**src/rtl/nibble_arb_pkg.sv**
```systemverilog
// Shared types and helpers for the nibble-enable register arbiter.
// Holds the FSM state encoding, the half count and the round-robin pointer step.
package nibble_arb_pkg;

  typedef enum logic [1:0] {
    IDLE   = 2'd0,
    GRANT  = 2'd1,
    COMMIT = 2'd2
  } arb_state_e;

  localparam int NIB_HALVES = 2;

  // Pointer moves to the slot after the last winner, wrapping at num_req.
  function automatic int unsigned next_ptr(input int unsigned idx, input int unsigned num_req);
    return (idx + 32'd1 >= num_req) ? 32'd0 : idx + 32'd1;
  endfunction

endpackage

```
**src/rtl/nibble_reg_arbiter_rr_pick.sv**
```systemverilog
// Combinational round-robin picker: first set request at or after ptr_i, wrapping.
// Returns the winner both one-hot and as an index.
module rr_pick #(
  parameter int NUM_REQ = 4,
  parameter int PTR_W   = $clog2(NUM_REQ)
) (
  input  logic [NUM_REQ-1:0] req_i,
  input  logic [PTR_W-1:0]   ptr_i,
  output logic [NUM_REQ-1:0] win_oh_o,
  output logic [PTR_W-1:0]   win_idx_o,
  output logic               valid_o
);

  logic [PTR_W-1:0] cand;
  logic             found;

  // NOTE: every signal written here gets a default before the loop, so no latch is inferred.
  always_comb begin
    win_oh_o  = '0;
    win_idx_o = '0;
    cand      = '0;
    found     = 1'b0;
    for (int i = 0; i < NUM_REQ; i++) begin
      cand = PTR_W'((int'(ptr_i) + i) % NUM_REQ);
      if (!found && req_i[cand]) begin
        found           = 1'b1;
        win_oh_o[cand]  = 1'b1;
        win_idx_o       = cand;
      end
    end
  end

  assign valid_o = found;

endmodule

```
**src/rtl/nibble_reg_arbiter.sv**
```systemverilog
// Round-robin arbiter sharing one register among NUM_REQ writers with per-nibble enables.
// One write per IDLE -> GRANT -> COMMIT pass; clr_i overrides any coincident write.
module nibble_reg_arbiter
  import nibble_arb_pkg::*;
#(
  parameter int                NUM_REQ   = 4,
  parameter int                DATA_W    = 8,
  parameter logic [DATA_W-1:0] RESET_VAL = {DATA_W{1'b0}},
  parameter int                CNT_W     = 16
) (
  input  logic                           clk,
  input  logic                           rst_n,
  input  logic [NUM_REQ-1:0]             req_i,
  input  logic [NUM_REQ*DATA_W-1:0]      wdata_i,
  input  logic [NUM_REQ*NIB_HALVES-1:0]  be_i,
  input  logic                           clr_i,
  output logic [NUM_REQ-1:0]             gnt_o,
  output logic [DATA_W/2-1:0]            lo_q,
  output logic [DATA_W/2-1:0]            hi_q,
  output logic                           lo_upd_o,
  output logic                           hi_upd_o,
  output logic                           busy_o,
  output logic [CNT_W-1:0]               wr_cnt_o
);

  localparam int HALF_W = DATA_W / 2;
  localparam int PTR_W  = $clog2(NUM_REQ);

  arb_state_e                state_q, state_d;
  logic [PTR_W-1:0]          ptr_q, ptr_d;
  logic [PTR_W-1:0]          win_q, win_d;
  logic [NUM_REQ-1:0]        gnt_q, gnt_d;
  logic [DATA_W-1:0]         data_q, data_d;
  logic [NIB_HALVES-1:0]     upd_q, upd_d;
  logic [CNT_W-1:0]          cnt_q, cnt_d;

  logic [NUM_REQ-1:0]        pick_oh;
  logic [PTR_W-1:0]          pick_idx;
  logic                      pick_valid;

  logic [DATA_W-1:0]         wdata_arr [NUM_REQ];
  logic [NIB_HALVES-1:0]     be_arr    [NUM_REQ];
  logic [DATA_W-1:0]         win_data;
  logic [NIB_HALVES-1:0]     win_be;

  for (genvar g = 0; g < NUM_REQ; g++) begin : g_unpack
    assign wdata_arr[g] = wdata_i[g*DATA_W +: DATA_W];
    assign be_arr[g]    = be_i[g*NIB_HALVES +: NIB_HALVES];
  end

  assign win_data = wdata_arr[win_q];
  assign win_be   = be_arr[win_q];

  rr_pick #(
    .NUM_REQ (NUM_REQ),
    .PTR_W   (PTR_W)
  ) u_pick (
    .req_i     (req_i),
    .ptr_i     (ptr_q),
    .win_oh_o  (pick_oh),
    .win_idx_o (pick_idx),
    .valid_o   (pick_valid)
  );

  always_comb begin
    state_d = state_q;
    ptr_d   = ptr_q;
    win_d   = win_q;
    gnt_d   = '0;
    upd_d   = '0;
    cnt_d   = cnt_q;
    data_d  = data_q;
    unique case (state_q)
      IDLE: begin
        if (pick_valid) begin
          win_d   = pick_idx;
          gnt_d   = pick_oh;
          state_d = GRANT;
        end
      end
      GRANT: begin
        for (int h = 0; h < NIB_HALVES; h++) begin
          if (win_be[h]) data_d[h*HALF_W +: HALF_W] = win_data[h*HALF_W +: HALF_W];
        end
        upd_d = clr_i ? '0 : win_be;
        ptr_d = PTR_W'(next_ptr(32'(win_q), NUM_REQ));
        // The grant is consumed even when masked by clr_i or with no nibble enabled.
        if (cnt_q != '1) cnt_d = cnt_q + CNT_W'(1);
        state_d = COMMIT;
      end
      COMMIT:  state_d = IDLE;
      default: state_d = IDLE;
    endcase
    if (clr_i) data_d = RESET_VAL;
  end

  // NOTE: state registers use non-blocking assignments so every flop samples pre-edge values.
  always_ff @(posedge clk or negedge rst_n) begin
    if (!rst_n) begin
      state_q <= IDLE;
      ptr_q   <= '0;
      win_q   <= '0;
      gnt_q   <= '0;
      data_q  <= RESET_VAL;
      upd_q   <= '0;
      cnt_q   <= '0;
    end else begin
      state_q <= state_d;
      ptr_q   <= ptr_d;
      win_q   <= win_d;
      gnt_q   <= gnt_d;
      data_q  <= data_d;
      upd_q   <= upd_d;
      cnt_q   <= cnt_d;
    end
  end

  assign gnt_o    = gnt_q;
  assign lo_q     = data_q[HALF_W-1:0];
  assign hi_q     = data_q[DATA_W-1:HALF_W];
  assign lo_upd_o = upd_q[0];
  assign hi_upd_o = upd_q[1];
  assign busy_o   = (state_q != IDLE);
  assign wr_cnt_o = cnt_q;

endmodule

```
**config.mk**
```make
export PLATFORM = sky130hd
export DESIGN_NAME = nibble_reg_arbiter
export DESIGN_NICKNAME = d
export VERILOG_FILES = /design/src/rtl/nibble_arb_pkg.sv /design/src/rtl/nibble_reg_arbiter_rr_pick.sv /design/src/rtl/nibble_reg_arbiter.sv
export SDC_FILE = /design/constraint.sdc
export NUM_CORES = 1
export LEC_CHECK = 0
export CAP_MARGIN = 20
export CORE_AREA = 4 4 83 85
export CTS_CLUSTER_DIAMETER = 100
export DETAILED_ROUTE_END_ITERATION = 10
export DIE_AREA = 0 0 87 89
export PLACE_DENSITY = 0.74
export SYNTH_ARGS = -nofsm -noshare
export SYNTH_HDL_FRONTEND = slang
export SYNTH_SLANG_ARGS = --single-unit
```
**constraint.sdc**
```tcl
create_clock -name clk -period 3 [get_ports clk]
set_clock_uncertainty 0.1 [all_clocks]
set_input_delay 0.75 -clock clk [delete_from_list [all_inputs] [get_ports clk]]
set_output_delay 0.75 -clock clk [all_outputs]
set_load 0.05 [all_outputs]
```
### Yosys cells after proc, flatten, opt, wreduce, memory -nomap -nowiden

Index checks and enable logic that the tools add are counted.

| storage, ports and cells | value |
|---|---|
| flip-flop bits (word level) | 36 |
| input bits | 47 |
| output and inout bits | 31 |
| logic and storage cells | 94 |

| cells by class | value |
|---|---|
| add/sub/neg operators | 5 |
| $lt $le $gt $ge | 10 |
| eq/ne operators | 3 |
| multiplexer cells | 45 |
| bitwise operators | 4 |
| reductions and logical operators | 19 |

Operator list:

| cell | number |
|---|---|
| two-way mux 4 bit | 8 |
| two-way mux 8 bit | 4 |
| two-way mux 2 bit | 10 |
| adder 16 x 1 -> 16 bit (second input constant) | 1 |
| binary-select mux 8 bit (select 2 bit) | 1 |
| != test 16 bit (second input constant) | 1 |
| less-than comparator 2 x 3 -> 1 bit (second input constant) | 4 |
| two-way mux 1 bit | 12 |
| OR 4 bit | 3 |
| binary-select mux 1 bit (select 2 bit) | 4 |
| demux 1 bit (select 2 bit) | 4 |
| >= comparator 2 x 1 -> 1 bit (second input constant) | 4 |
| AND reduction 2 bit | 4 |
| nonzero test 2 bit | 4 |
| logical AND 1 bit | 7 |
| >= comparator 3 bit (second input constant) | 2 |
| adder 2 bit (second input constant) | 2 |
| binary-select mux 2 bit (select 2 bit) | 1 |
| case mux 2 bit (2 select lines) | 1 |
| adder 2 x 1 -> 3 bit (second input constant) | 1 |
| logical NOT 1 bit | 3 |
| inverter 2 -> 3 bit | 1 |
| adder 2 x 1 -> 2 bit (second input constant) | 1 |
| == test 2 x 1 -> 1 bit (second input constant) | 1 |
| 2 further kinds | 2 |

### Longest topological paths before layout

| depth | value |
|---|---|
| word-level depth | 14 |
| mapped depth | 8 |
| depth with buffers taken out | 7 |

### Hierarchy

Synthesis repeated with hierarchy kept, for this count alone.

| unflattened totals | value |
|---|---|
| cell total of the unflattened synthesis | 182 |
| area, all modules | 2,240.9 um^2 |

By module, submodules not included:

| module | instances | cells an instance | area an instance (um^2) | sequential area each (um^2) |
|---|---|---|---|---|
| nibble_reg_arbiter | 1 | 137 | 1,819.2 | 900.9 |
| rr_pick | 1 | 45 | 421.7 | 0.0 |

### Worst setup path before layout

Ideal clock, no wire load.

| timing path | value |
|---|---|
| kind | reg-to-reg |
| start | register ptr_q[0] |
| end | register win_q[0] |
| setup time | 0.118 ns |
| arrival time | 2.733 ns |
| data required time | 2.782 ns |
| path slack | 0.049 ns |
| stages on the path, launching flop included | 9 |
| path buffers | 1 |
| period minus slack after synthesis | 2.951 ns |
| cells stage by stage | dfrtp_1 -> clkbuf_1 -> inv_1 -> ha_1 -> mux4_2 -> or3_4 -> o21ai_4 -> a21oi_1 -> a21o_1 |

| between the ends | value |
|---|---|
| word-level cells in the longest chain between the ends | 13 |
| elaborated cells on any way between the ends | 26 |
| classes of those cells | 3 x add/sub; 16 x mux; 7 x reduce/logical |

RTL lines:

| what | RTL line | RTL |
|---|---|---|
| from (decl) | nibble_reg_arbiter.sv:30 | `logic [PTR_W-1:0] ptr_q, ptr_d;` |
| from (signal assigned) | nibble_reg_arbiter.sv:109 | `ptr_q <= ptr_d;` |
| branches (longest 13 deep; another with adder 2 x 1 -> 2 bit) | - |  |
| to (signal assigned) | nibble_reg_arbiter.sv:110 | `win_q <= win_d;` |
| to (decl) | nibble_reg_arbiter.sv:31 | `logic [PTR_W-1:0] win_q, win_d;` |

Parallel ways; which one is timed is not known. The select of a mux whose other input is x is not followed.
A chain may end at the register's enable or synchronous reset.

### Worst setup path after layout

| timing path | value |
|---|---|
| start | register state_q[1] |
| end | output port busy_o |

| between the ends | value |
|---|---|
| word-level cells in the longest chain between the ends | 1 |

RTL lines:

| what | RTL line | RTL |
|---|---|---|
| from (decl) | nibble_reg_arbiter.sv:29 | `arb_state_e state_q, state_d;` |
| from (signal assigned) | nibble_reg_arbiter.sv:108 | `state_q <= state_d;` |
| nonzero test 2 bit | nibble_reg_arbiter.sv:123 | `assign busy_o = (state_q != IDLE);` |
| to (decl) | nibble_reg_arbiter.sv:22 | `output logic busy_o,` |

No other way between the ends.

==> results.toml <==
[worst_hold_path]
hp-class = "reg2reg"
holdPathStages = 1

[timing]
fin_crit_ns = 2.67
grt_setup_unrepaired = "no"
timing.hold.ws_ns = 0.382
fin_crit_sh = 0.891
relSlewSlack = 0.549
worst_slew_pin_slew_ns = 0.676
hold_violations = 0
finalSetupTns_ns = 0
clock.fmax_mhz = 374
final_max_slew_viol_count = 0
setup_slack_ns = 0.328
setup_viol = 0

[worst_setup_path]
critPathSlowestCell = "clkdlybuf4s50_1"
slowest_delay_ns = 0.71
critPathKind = "reg2out"
crit_fanout = 3
cp-end-kind = "output port"
ff2ff_path_depth = 8
cp_cell_sequence = "nor2_1 > inv_1 > clkdlybuf4s50_1"
startpoint_type = "flip-flop"
crit_required_ns = 2.15
crit_arrival_ns = 1.82

[synthesis]
synth_top_area_frac = 0.425
synth_area_leaders = "dfrtp_1 (42%), mux4_2 (15%), ha_1 (5.9%)"
syn_nets = 243
async_flop_share = 1.00
synthMostInstantiatedCell = "dfrtp_1"
synth_ff_type = "dfrtp_1"
ys_seq_area_frac = 0.425
synth_warnings = 0
synth_area_per_cell_sq_um = 11.4
ys_types = 41
yosys.area.top_type = "dfrtp_1"
netlist_area_sq_um = 2120
synth_seq_cells = 36
synth_commonest_cells = "dfrtp_1 (36), nand2_1 (15), mux4_2 (14)"
synth_edf_count = 0
synthCells = 186

[clock_tree]
htreeDepth = 2
clkLatencyLatePin_ns = 0.28
clk_pin_slew_ns = 0.07
numCtsBuffers = 5
root_buffer = "clkbuf_8"
clk_path_buf_depth = 2
cts_resized = 0
post_cts_buffers = 0
cts_tree = "built"
holdBufCountCts = 0
clkSinkCount = 36

[routing]
ant_nets = 0
dr.pass1.iters = 4
num_vias = 1792
routedWlPerCell_microns = 14.6
vias_per_cell = 5.13
drc = 0
wl_mm = 5.09
drtIter0Drc = 64

[placement]
place_ws_ns = 0.134
dp_hpwl_mm = 4.04
io_buffers = 77
post_dp_cell_area_sq_um = 3020
routabilityCongestion = 0.764

[global_route]
grt_pass1_vias = 1856
grt_first_pass_wirelength_mm = 8.44
grt_overflow = 0
antenna_found_initial = 0
grt_usage = 0.136
grt_max_degree = 37

[floorplan]
start_util = 0.342
dieWidth_microns = 87
fp.dieH_microns = 89
core.rowCount = 29
top_level_ports = 78
core_area_sq_um = 6200
dieArea_sq_um = 7740

[finish]
final_layout_size_suffix_gt1_frac = 0.118
final_nets = 329
postLayoutCellArea_sq_um = 3090
diodes = 0
nFillCells = 557
area_growth_pct = 45.9

[power_and_ir_drop]
p_leak_nw = 1.30
power_density_nw_per_um2 = 883
ir_drop_v = 0.000689

[status]
outcome = "finished clean"

[flow_run]
maxCapViolCount = 0
critical path, delay by kind of cell (launching register included):
family | cells | cell delay, ns
flip-flops | 1 | 0.37
AND/OR/NAND/NOR | 1 | 0.37
buffers and inverters | 2 | 0.80
cell families after synthesis:
kind of cell,share of synthesized area
xor+xnor,0.0454
flops,0.425
fa+ha+maj,0.0590
simple gates,0.126
compound gates,0.145
buf+inv,0.0271
mux,0.173
power by group:
group	leakage (nW)	internal (mW)	switching, mW
clock	0.0410	0.158	0.156
combinational	0.783	0.723	0.920
sequential	0.479	0.622	0.155
total	1.30	1.50	1.23
layer usage:
layer	GRT usage	vias up	wire (microns)
met2	0.246	68	2600
met5	0	-	0
li1	-	859	-
met4	0.0382	0	59
met3	0.0369	6	373
met1	0.159	859	2060
path summary, 6_finish.rpt:
kind	startpoint	to	slack, ns
max reg2reg	ptr_q[0]	gnt_o[2]	0.49
min	wr_cnt_o[13]	wr_cnt_o[13]	0.38
min reg2reg	wr_cnt_o[13]	wr_cnt_o[13]	0.38
min in group asynchronous	rst_n	wr_cnt_o[0]	0.78
max in group asynchronous	rst_n	wr_cnt_o[1]	1.69
max	state_q[1]	busy_o	0.33
flip-flops by register name, indices dropped and copies added, names as in the netlist:
signal	cells
wr_cnt_o	16
data_q	8
gnt_o	4
ptr_q	2
state_q	2
upd_q	2
win_q	2
per-stage QoR:
step,util,instances,total power [mW]
floorplan,-,186,1.91
global placement,0.486,342,2.40
detailed placement,0.486,342,2.44
CTS,0.499,349,2.76
global route,0.499,349,2.94
finish,0.499,349,2.73
area by class of cell:
class	instances	area, sq um	share of cell area
multi-input cells	135	1160	0.376
flip-flops and latches	36	901	0.291
repair buffers	83	816	0.264
well taps	77	96.3	0.0311
clock buffers	6	72.6	0.0235
inverters	11	41.3	0.0133
clock inverters	1	5.00	0.00162
layout by cell type, fill, tap and decap left out, drive strengths merged, types with 2 or more instances in the layout:
cell type,n
buf,6
dfrtp,36
nor4,2
clkdlybuf4s50,77
and3,2
a22o,12
nor2b,3
nor2,11
and4,3
a21oi,12
xnor2,6
nand2,15
inv,11
nand3,6
mux4,14
o21a,2
nand2b,4
clkbuf,6
xor2,5
or3,2
ha,10
or2,2
a31oi,2
mux2i,4
o21ai,5
Power figures use the tool's default switching activity.
